[src/rtl/ioctl_pkg.sv]
// Shared types and helpers for the ioctl download path (ROM packer, save-RAM path).
// The struct and localparams describe the default 16-bit beat / 64-bit word build.
package ioctl_pkg;

    localparam int DFLT_IO_W   = 16;
    localparam int DFLT_MEM_W  = 64;
    localparam int DFLT_ADDR_W = 25;

    localparam int LANES = DFLT_MEM_W / DFLT_IO_W;
    localparam int BE_W  = DFLT_MEM_W / 8;

    typedef struct packed {
        logic [DFLT_ADDR_W-1:0] addr;
        logic [DFLT_MEM_W-1:0]  data;
        logic [BE_W-1:0]        be;
    } fifo_entry_t;

    // Which io_w-wide lane of a mem_w-wide word a byte address falls into.
    function automatic int lane_idx(input logic [31:0] addr, input int io_w, input int mem_w);
        return int'((addr % 32'(mem_w / 8)) / 32'(io_w / 8));
    endfunction

endpackage

[src/rtl/sync_fifo.sv]
// Generic single-clock FIFO with occupancy count; push and pop may coincide.
module sync_fifo #(
    parameter int DEPTH = 4,
    parameter int WIDTH = 8,
    localparam int CNT_W = $clog2(DEPTH + 1),
    localparam int PTR_W = $clog2(DEPTH)
) (
    input  logic             clk,
    input  logic             rst_n,
    input  logic             push,
    input  logic [WIDTH-1:0] wdata,
    input  logic             pop,
    output logic [WIDTH-1:0] rdata,
    output logic [CNT_W-1:0] count,
    output logic             empty,
    output logic             full
);

    logic [WIDTH-1:0] mem_q [DEPTH];
    logic [PTR_W-1:0] wr_ptr_q, wr_ptr_d;
    logic [PTR_W-1:0] rd_ptr_q, rd_ptr_d;
    logic [CNT_W-1:0] count_q, count_d;
    logic             do_push, do_pop;

    always_comb begin
        do_pop   = pop && (count_q != '0);
        do_push  = push && ((count_q != CNT_W'(DEPTH)) || do_pop);
        wr_ptr_d = wr_ptr_q + PTR_W'(do_push);
        rd_ptr_d = rd_ptr_q + PTR_W'(do_pop);
        count_d  = count_q + CNT_W'(do_push) - CNT_W'(do_pop);
    end

    always_ff @(posedge clk or negedge rst_n) begin
        if (!rst_n) begin
            wr_ptr_q <= '0;
            rd_ptr_q <= '0;
            count_q  <= '0;
        end else begin
            wr_ptr_q <= wr_ptr_d;
            rd_ptr_q <= rd_ptr_d;
            count_q  <= count_d;
        end
    end

    // Storage carries no reset; validity is tracked by the pointers alone.
    always_ff @(posedge clk) begin
        if (do_push) begin
            mem_q[wr_ptr_q] <= wdata;
        end
    end

    assign rdata = mem_q[rd_ptr_q];
    assign count = count_q;
    assign empty = (count_q == '0);
    assign full  = (count_q == CNT_W'(DEPTH));

endmodule

[src/rtl/ioctl_rom_packer.sv]
// Packs narrow ioctl download beats into wide byte-enabled memory words and
// hands them to a toggle-handshake writer through a small FIFO.
module ioctl_rom_packer
    import ioctl_pkg::*;
#(
    parameter int IO_W   = 16,
    parameter int MEM_W  = 64,
    parameter int ADDR_W = 25,
    parameter int DEPTH  = 4,
    parameter bit SWAP   = 1'b1
) (
    input  logic                 clk_sys,
    input  logic                 reset_n,
    input  logic                 ioctl_download,
    input  logic                 ioctl_wr,
    input  logic [ADDR_W-1:0]    ioctl_addr,
    input  logic [IO_W-1:0]      ioctl_dout,
    output logic                 ioctl_wait,
    output logic [ADDR_W-1:0]    mem_addr,
    output logic [MEM_W-1:0]     mem_din,
    output logic [MEM_W/8-1:0]   mem_be,
    output logic                 mem_req,
    input  logic                 mem_ack,
    output logic [ADDR_W-1:0]    rom_size,
    output logic                 busy
);

    localparam int IO_BYTES  = IO_W / 8;
    localparam int MEM_BYTES = MEM_W / 8;
    localparam int N_LANES   = MEM_W / IO_W;
    localparam int CNT_W     = $clog2(DEPTH + 1);

    typedef struct packed {
        logic [ADDR_W-1:0]    addr;
        logic [MEM_W-1:0]     data;
        logic [MEM_BYTES-1:0] be;
    } word_t;

    logic                 dl_q;
    logic [ADDR_W-1:0]    asm_addr_q, asm_addr_d;
    logic [MEM_W-1:0]     asm_data_q, asm_data_d;
    logic [MEM_BYTES-1:0] asm_be_q, asm_be_d;
    logic [ADDR_W-1:0]    rom_size_q, rom_size_d;
    logic                 wait_q, wait_d;
    logic [ADDR_W-1:0]    mem_addr_q, mem_addr_d;
    logic [MEM_W-1:0]     mem_din_q, mem_din_d;
    logic [MEM_BYTES-1:0] mem_be_q, mem_be_d;
    logic                 mem_req_q, mem_req_d;

    logic                 rise, fall, jump;
    int                   lane;
    logic [ADDR_W-1:0]    beat_waddr, end_addr;
    logic [IO_W-1:0]      beat_data;
    logic [ADDR_W-1:0]    base_addr, base_size;
    logic [MEM_W-1:0]     base_data, lane_data, lane_mask, new_data;
    logic [MEM_BYTES-1:0] base_be, lane_be, new_be;
    logic                 push;
    word_t                push_word, head;
    logic                 fifo_pop, fifo_empty, fifo_full;
    logic [CNT_W-1:0]     fifo_count, occ_next;

    always_comb begin
        rise       = ioctl_download && !dl_q;
        fall       = !ioctl_download && dl_q;
        lane       = lane_idx(32'(ioctl_addr), IO_W, MEM_W);
        beat_waddr = ioctl_addr & ~ADDR_W'(MEM_BYTES - 1);
        end_addr   = ioctl_addr + ADDR_W'(IO_BYTES);

        beat_data = ioctl_dout;
        if (SWAP) begin
            for (int b = 0; b < IO_BYTES; b++) begin
                beat_data[b*8 +: 8] = ioctl_dout[(IO_BYTES-1-b)*8 +: 8];
            end
        end

        lane_data = MEM_W'(beat_data) << (lane * IO_W);
        lane_mask = MEM_W'({IO_W{1'b1}}) << (lane * IO_W);
        lane_be   = MEM_BYTES'({IO_BYTES{1'b1}}) << (lane * IO_BYTES);

        // A rising download edge starts from a clean assembly word and size.
        base_addr = rise ? '0 : asm_addr_q;
        base_data = rise ? '0 : asm_data_q;
        base_be   = rise ? '0 : asm_be_q;
        base_size = rise ? '0 : rom_size_q;

        jump = ioctl_wr && (base_be != '0) && (beat_waddr != base_addr);
        if (jump || base_be == '0) begin
            new_data = lane_data;
            new_be   = lane_be;
        end else begin
            new_data = (base_data & ~lane_mask) | lane_data;
            new_be   = base_be | lane_be;
        end

        push       = 1'b0;
        push_word  = '{addr: base_addr, data: base_data, be: base_be};
        asm_addr_d = base_addr;
        asm_data_d = base_data;
        asm_be_d   = base_be;
        rom_size_d = base_size;

        if (ioctl_wr) begin
            if (end_addr > base_size) begin
                rom_size_d = end_addr;
            end
            asm_addr_d = beat_waddr;
            if (jump) begin
                // Old word goes out now; a top-lane beat here waits for the next push event.
                push       = 1'b1;
                asm_data_d = new_data;
                asm_be_d   = new_be;
            end else if (lane == N_LANES - 1) begin
                push       = 1'b1;
                push_word  = '{addr: beat_waddr, data: new_data, be: new_be};
                asm_data_d = '0;
                asm_be_d   = '0;
            end else begin
                asm_data_d = new_data;
                asm_be_d   = new_be;
            end
        end else if (fall && base_be != '0) begin
            push       = 1'b1;
            asm_data_d = '0;
            asm_be_d   = '0;
        end

        fifo_pop   = !fifo_empty && (mem_req_q == mem_ack);
        mem_addr_d = fifo_pop ? head.addr : mem_addr_q;
        mem_din_d  = fifo_pop ? head.data : mem_din_q;
        mem_be_d   = fifo_pop ? head.be   : mem_be_q;
        mem_req_d  = mem_req_q ^ fifo_pop;

        // Stall on next-cycle occupancy so a beat already in flight still fits.
        occ_next = fifo_count + CNT_W'(push) - CNT_W'(fifo_pop);
        wait_d   = (occ_next >= CNT_W'(DEPTH - 1));
    end

    always_ff @(posedge clk_sys or negedge reset_n) begin
        if (!reset_n) begin
            dl_q       <= 1'b0;
            asm_addr_q <= '0;
            asm_data_q <= '0;
            asm_be_q   <= '0;
            rom_size_q <= '0;
            wait_q     <= 1'b0;
            mem_addr_q <= '0;
            mem_din_q  <= '0;
            mem_be_q   <= '0;
            mem_req_q  <= 1'b0;
        end else begin
            dl_q       <= ioctl_download;
            asm_addr_q <= asm_addr_d;
            asm_data_q <= asm_data_d;
            asm_be_q   <= asm_be_d;
            rom_size_q <= rom_size_d;
            wait_q     <= wait_d;
            mem_addr_q <= mem_addr_d;
            mem_din_q  <= mem_din_d;
            mem_be_q   <= mem_be_d;
            mem_req_q  <= mem_req_d;
        end
    end

    sync_fifo #(
        .DEPTH (DEPTH),
        .WIDTH ($bits(word_t))
    ) u_fifo (
        .clk   (clk_sys),
        .rst_n (reset_n),
        .push  (push),
        .wdata (push_word),
        .pop   (fifo_pop),
        .rdata (head),
        .count (fifo_count),
        .empty (fifo_empty),
        .full  (fifo_full)
    );

    a_no_push_when_full : assert property (
        @(posedge clk_sys) disable iff (!reset_n) !(push && fifo_full && !fifo_pop)
    );

    assign ioctl_wait = wait_q;
    assign mem_addr   = mem_addr_q;
    assign mem_din    = mem_din_q;
    assign mem_be     = mem_be_q;
    assign mem_req    = mem_req_q;
    assign rom_size   = rom_size_q;
    assign busy       = (asm_be_q != '0) || !fifo_empty || (mem_req_q != mem_ack);

endmodule

[config.mk]
export PLATFORM = sky130hd
export DESIGN_NAME = ioctl_rom_packer
export DESIGN_NICKNAME = d
export VERILOG_FILES = /design/src/rtl/ioctl_pkg.sv /design/src/rtl/sync_fifo.sv /design/src/rtl/ioctl_rom_packer.sv
export SDC_FILE = /design/constraint.sdc
export NUM_CORES = 1
export LEC_CHECK = 0
export BUFFER_PORTS_ARGS = -buffer_cell sky130_fd_sc_hd__buf_4
export CORE_MARGIN = 3
export CORE_UTILIZATION = 61
export DETAILED_ROUTE_END_ITERATION = 10
export PLACE_DENSITY = 0.78
export SLEW_MARGIN = 20
export SYNTH_ARGS = -nofsm -noshare
export SYNTH_HDL_FRONTEND = slang
export SYNTH_SLANG_ARGS = --single-unit
[constraint.sdc]
create_clock -name clk_sys -period 11.1 [get_ports clk_sys]
set_input_delay 2.22 -clock clk_sys [delete_from_list [all_inputs] [get_ports clk_sys]]
set_output_delay 2.22 -clock clk_sys [all_outputs]
set_load 0.005 [all_outputs]
==> qor.txt <==
Yosys cell types -> 66
largest net degree at the start of global routing -> 102
final worst slack -> 5.315 ns
vias in the first global route -> 16690
worst hold slack -> 0.5054 ns
floorplan core area -> 43360 um2
Ys Warns -> 0
Iteration-0 DRC Markers -> 1816
Synth Flop Type -> edfxtp_1
Yosys top cell area share -> 0.4317
initial antenna violation count -> 2
drt pass-1 iters -> 6
CP bufs+invs -> 3
Final Wtd Congestion -> 0.8513
DP Cell Count -> 2423
routed vias/inst -> 6.452
count leader, synth -> edfxtp_1
min-delay worst type -> register to register
I/O pin cnt -> 171
startpoint type of the worst setup path -> input pin
die footprint -> 46810 um2
die height -> 216.4 um
pre-CTS setup slack -> 4.760 ns
Critical Path Sink Type -> register
Max Cap Viol -> 0
Final Non-Filler Cells -> 2534
Post-Syn Area -> 26990 um2
Tot GR Track Use -> 0.2697
post-route ant nets -> 0
area of the multi-input gates -> 8826 um2
Setup TNS Final -> 0 ns
drt drc -> 0
Top Family by Delay on Critical Path -> simple AND/OR/NAND/NOR gates
Nets -> 1981
std cell rows -> 76
Clock Latency Late Sink -> 0.61 ns
CTS buffer count -> 58
FF/Latch Area -> 17390 um2
WS Path Type -> input pin to register
crit path cell chain -> buf_4, inv_1, nor2_1, nand4_1, nor2_1, nand3_1, xnor2_1, ha_1, nand4_1, nor3_1, a311oi_1, o31ai_1, nand3_1, buf_4, mux2_2
crit share post-route -> 0.5212
initial core utilization -> 0.6225
Post-synth EDFFs -> 388
CP Max Fanout -> 17
Worst path max stage delay -> 0.40 ns
max-slew violation count -> 0
synth cell count leaders -> edfxtp_1, dfrtp_1, nor2_1
Tot Pwr -> 0.007261 W
RSZ-0062 raised after global routing -> false
PD cells -> 238.3 nW/um2
Post-synth ARST share -> 0.3712
Die X-Extent -> 216.4 um
average instance area after synthesis -> 15.06 um2
slew of the pin with the lowest slew margin -> 1.050 ns
Slowest-stage cell, CP -> nor2_1
number of setup violations in the final report -> 0
cells after synthesis -> 1792
Worst Path Required -> 11.58 ns
Post-CTS Resized -> 0
drt total wl -> 62400 um
# H-tree levels -> 2
Arrival @ worst endpoint -> 6.27 ns
CTS tree -> done
dpl hpwl -> 37650 um
clock buffer depth -> 3
drt wl/cell -> 24.62 um
Fin. Hold Viols -> 0
CTS Hold Buffers Added -> 0
Clock Root Buffer -> clkbuf_16
Yosys top cell by area -> edfxtp_1
# fillers -> 2894
status -> finished, final reports clean
layout cell share with drive strength beyond 1 -> 0.2845
CTS clk-pin slew, worst paths -> 0.06 ns
Setup Fix Bufs, Post-CTS -> 0
IO buf count -> 170
relative slew slack -> 0.2997
FMAX -> 0.1728 GHz
grt total ovfl -> 0
maximum vdd drop -> 149.4 uV
post-synthesis sequential area ratio -> 0.6440
area grow syn2layout -> 12.90%
Yosys reg bits -> 617
Num Clock Sinks -> 617
Final Critical Period -> 5.785 ns
Worst Clk Skew -> 0.01420 ns
Mapped Nets -> 1874
Synth area leaders -> edfxtp_1, dfrtp_1, mux4_2
P_leak -> 11.97 nW
first-pass GRT wire length -> 97320 um
via count -> 16350
## per-stage QoR
step	utilization	area [um2]
after floorplan	-	26990
after global placement	0.6590	28580
after detailed placement	0.6591	28580
after CTS	0.7024	30460
after global routing	0.7027	30470
final	0.7027	30470
## flip-flops by register name, summed over array words and instances, names as in the netlist, 2 cells and up
signal and cells:
asm_be_q 8, asm_data_q 64, asm_addr_q 25, mem_addr 25, u_fifo.rd_ptr_q 2, u_fifo.wr_ptr_q 2
u_fifo.mem_q 388, mem_be 8, mem_din 64, u_fifo.count 3, rom_size 25
## cell type report
class,count,area share
diodes,2,0.0001642
clock buffers,90,0.05523
clock inverters,18,0.006323
inverters,51,0.006282
multi-input cells,979,0.2896
flip-flops and latches,617,0.5707
well taps,585,0.02402
repair buffers,192,0.04767
## worst register-to-register path: stages, from the launching register on
cell and delay, ns:
dfrtp_1 0.41, nand2b_4 0.47, buf_4 0.84, and2_1 0.29, inv_1 0.05, ha_1 0.31
a211o_1 0.30, a21oi_1 0.10, o21ai_0 0.11, a311oi_1 0.29, o31ai_1 0.14, nand3_1 0.35
buf_4 0.36, mux2_2 0.38
## cells by family (layout without fill, tap and decap cells)
group,count (synthesis),count (layout),share of synthesized area
DFF,617,617,0.6440
buffers and inverters,196,351,0.03180
adders and majority gates,36,36,0.01724
muxes,258,258,0.1493
AOI/OAI and AO/OA,265,265,0.07704
xor gates and xnor gates,37,37,0.01201
other,0,2,0
and+or+nand+nor,383,383,0.06861
## power by group
group / leakage [nW] / internal (W) / total (W) / switching (W)
clock: 0.919 / 0.00113 / 0.00195 / 0.000816
sequential: 6.54 / 0.00302 / 0.00330 / 0.000278
combinational: 4.52 / 0.00107 / 0.00202 / 0.000949
## path summary, 6_finish.rpt
check	start	slack, ns	end	cells after the start
max	ioctl_addr[1]	5.31	rom_size[3]$_DFF_PN0_	15
max in group asynchronous	reset_n	7.77	u_fifo.rd_ptr_q[1]$_DFF_PN0_	2
max reg2reg	dl_q$_DFF_PN0_	6.59	rom_size[3]$_DFF_PN0_	13
min reg2reg	mem_din[55]$_DFFE_PN0P_	0.51	mem_din[55]$_DFFE_PN0P_	1
min	mem_din[55]$_DFFE_PN0P_	0.51	mem_din[55]$_DFFE_PN0P_	1
min in group asynchronous	reset_n	1.62	mem_din[51]$_DFFE_PN0P_	1
## layout by cell type, fill, tap and decap left out, types with 10 or more instances in the layout
cell type,synthesis,final
a21oi_1,57,57
a221o_1,64,64
a22o_1,60,60
and2_1,45,45
buf_4,4,190
clkbuf_1,87,22
clkbuf_16,0,59
dfrtp_1,229,227
edfxtp_1,388,388
ha_1,34,34
inv_1,51,51
mux2_2,142,142
mux2_4,10,10
mux4_2,97,97
nand2_1,101,101
nand3_1,22,21
nand4_1,13,13
nor2_1,145,144
o21ai_0,38,38
xnor2_1,24,24
xor2_1,13,13
## layer usage
metal | up-vias | GRT usage | share of wire
met1 | 8418 | 0.3837 | 0.40
met5 | - | 0 | 0
met3 | 120 | 0.04950 | 0.086
li1 | 7009 | - | -
met4 | 0 | 0.09105 | 0.030
met2 | 802 | 0.4291 | 0.48
(Power assumes the default switching activity.)
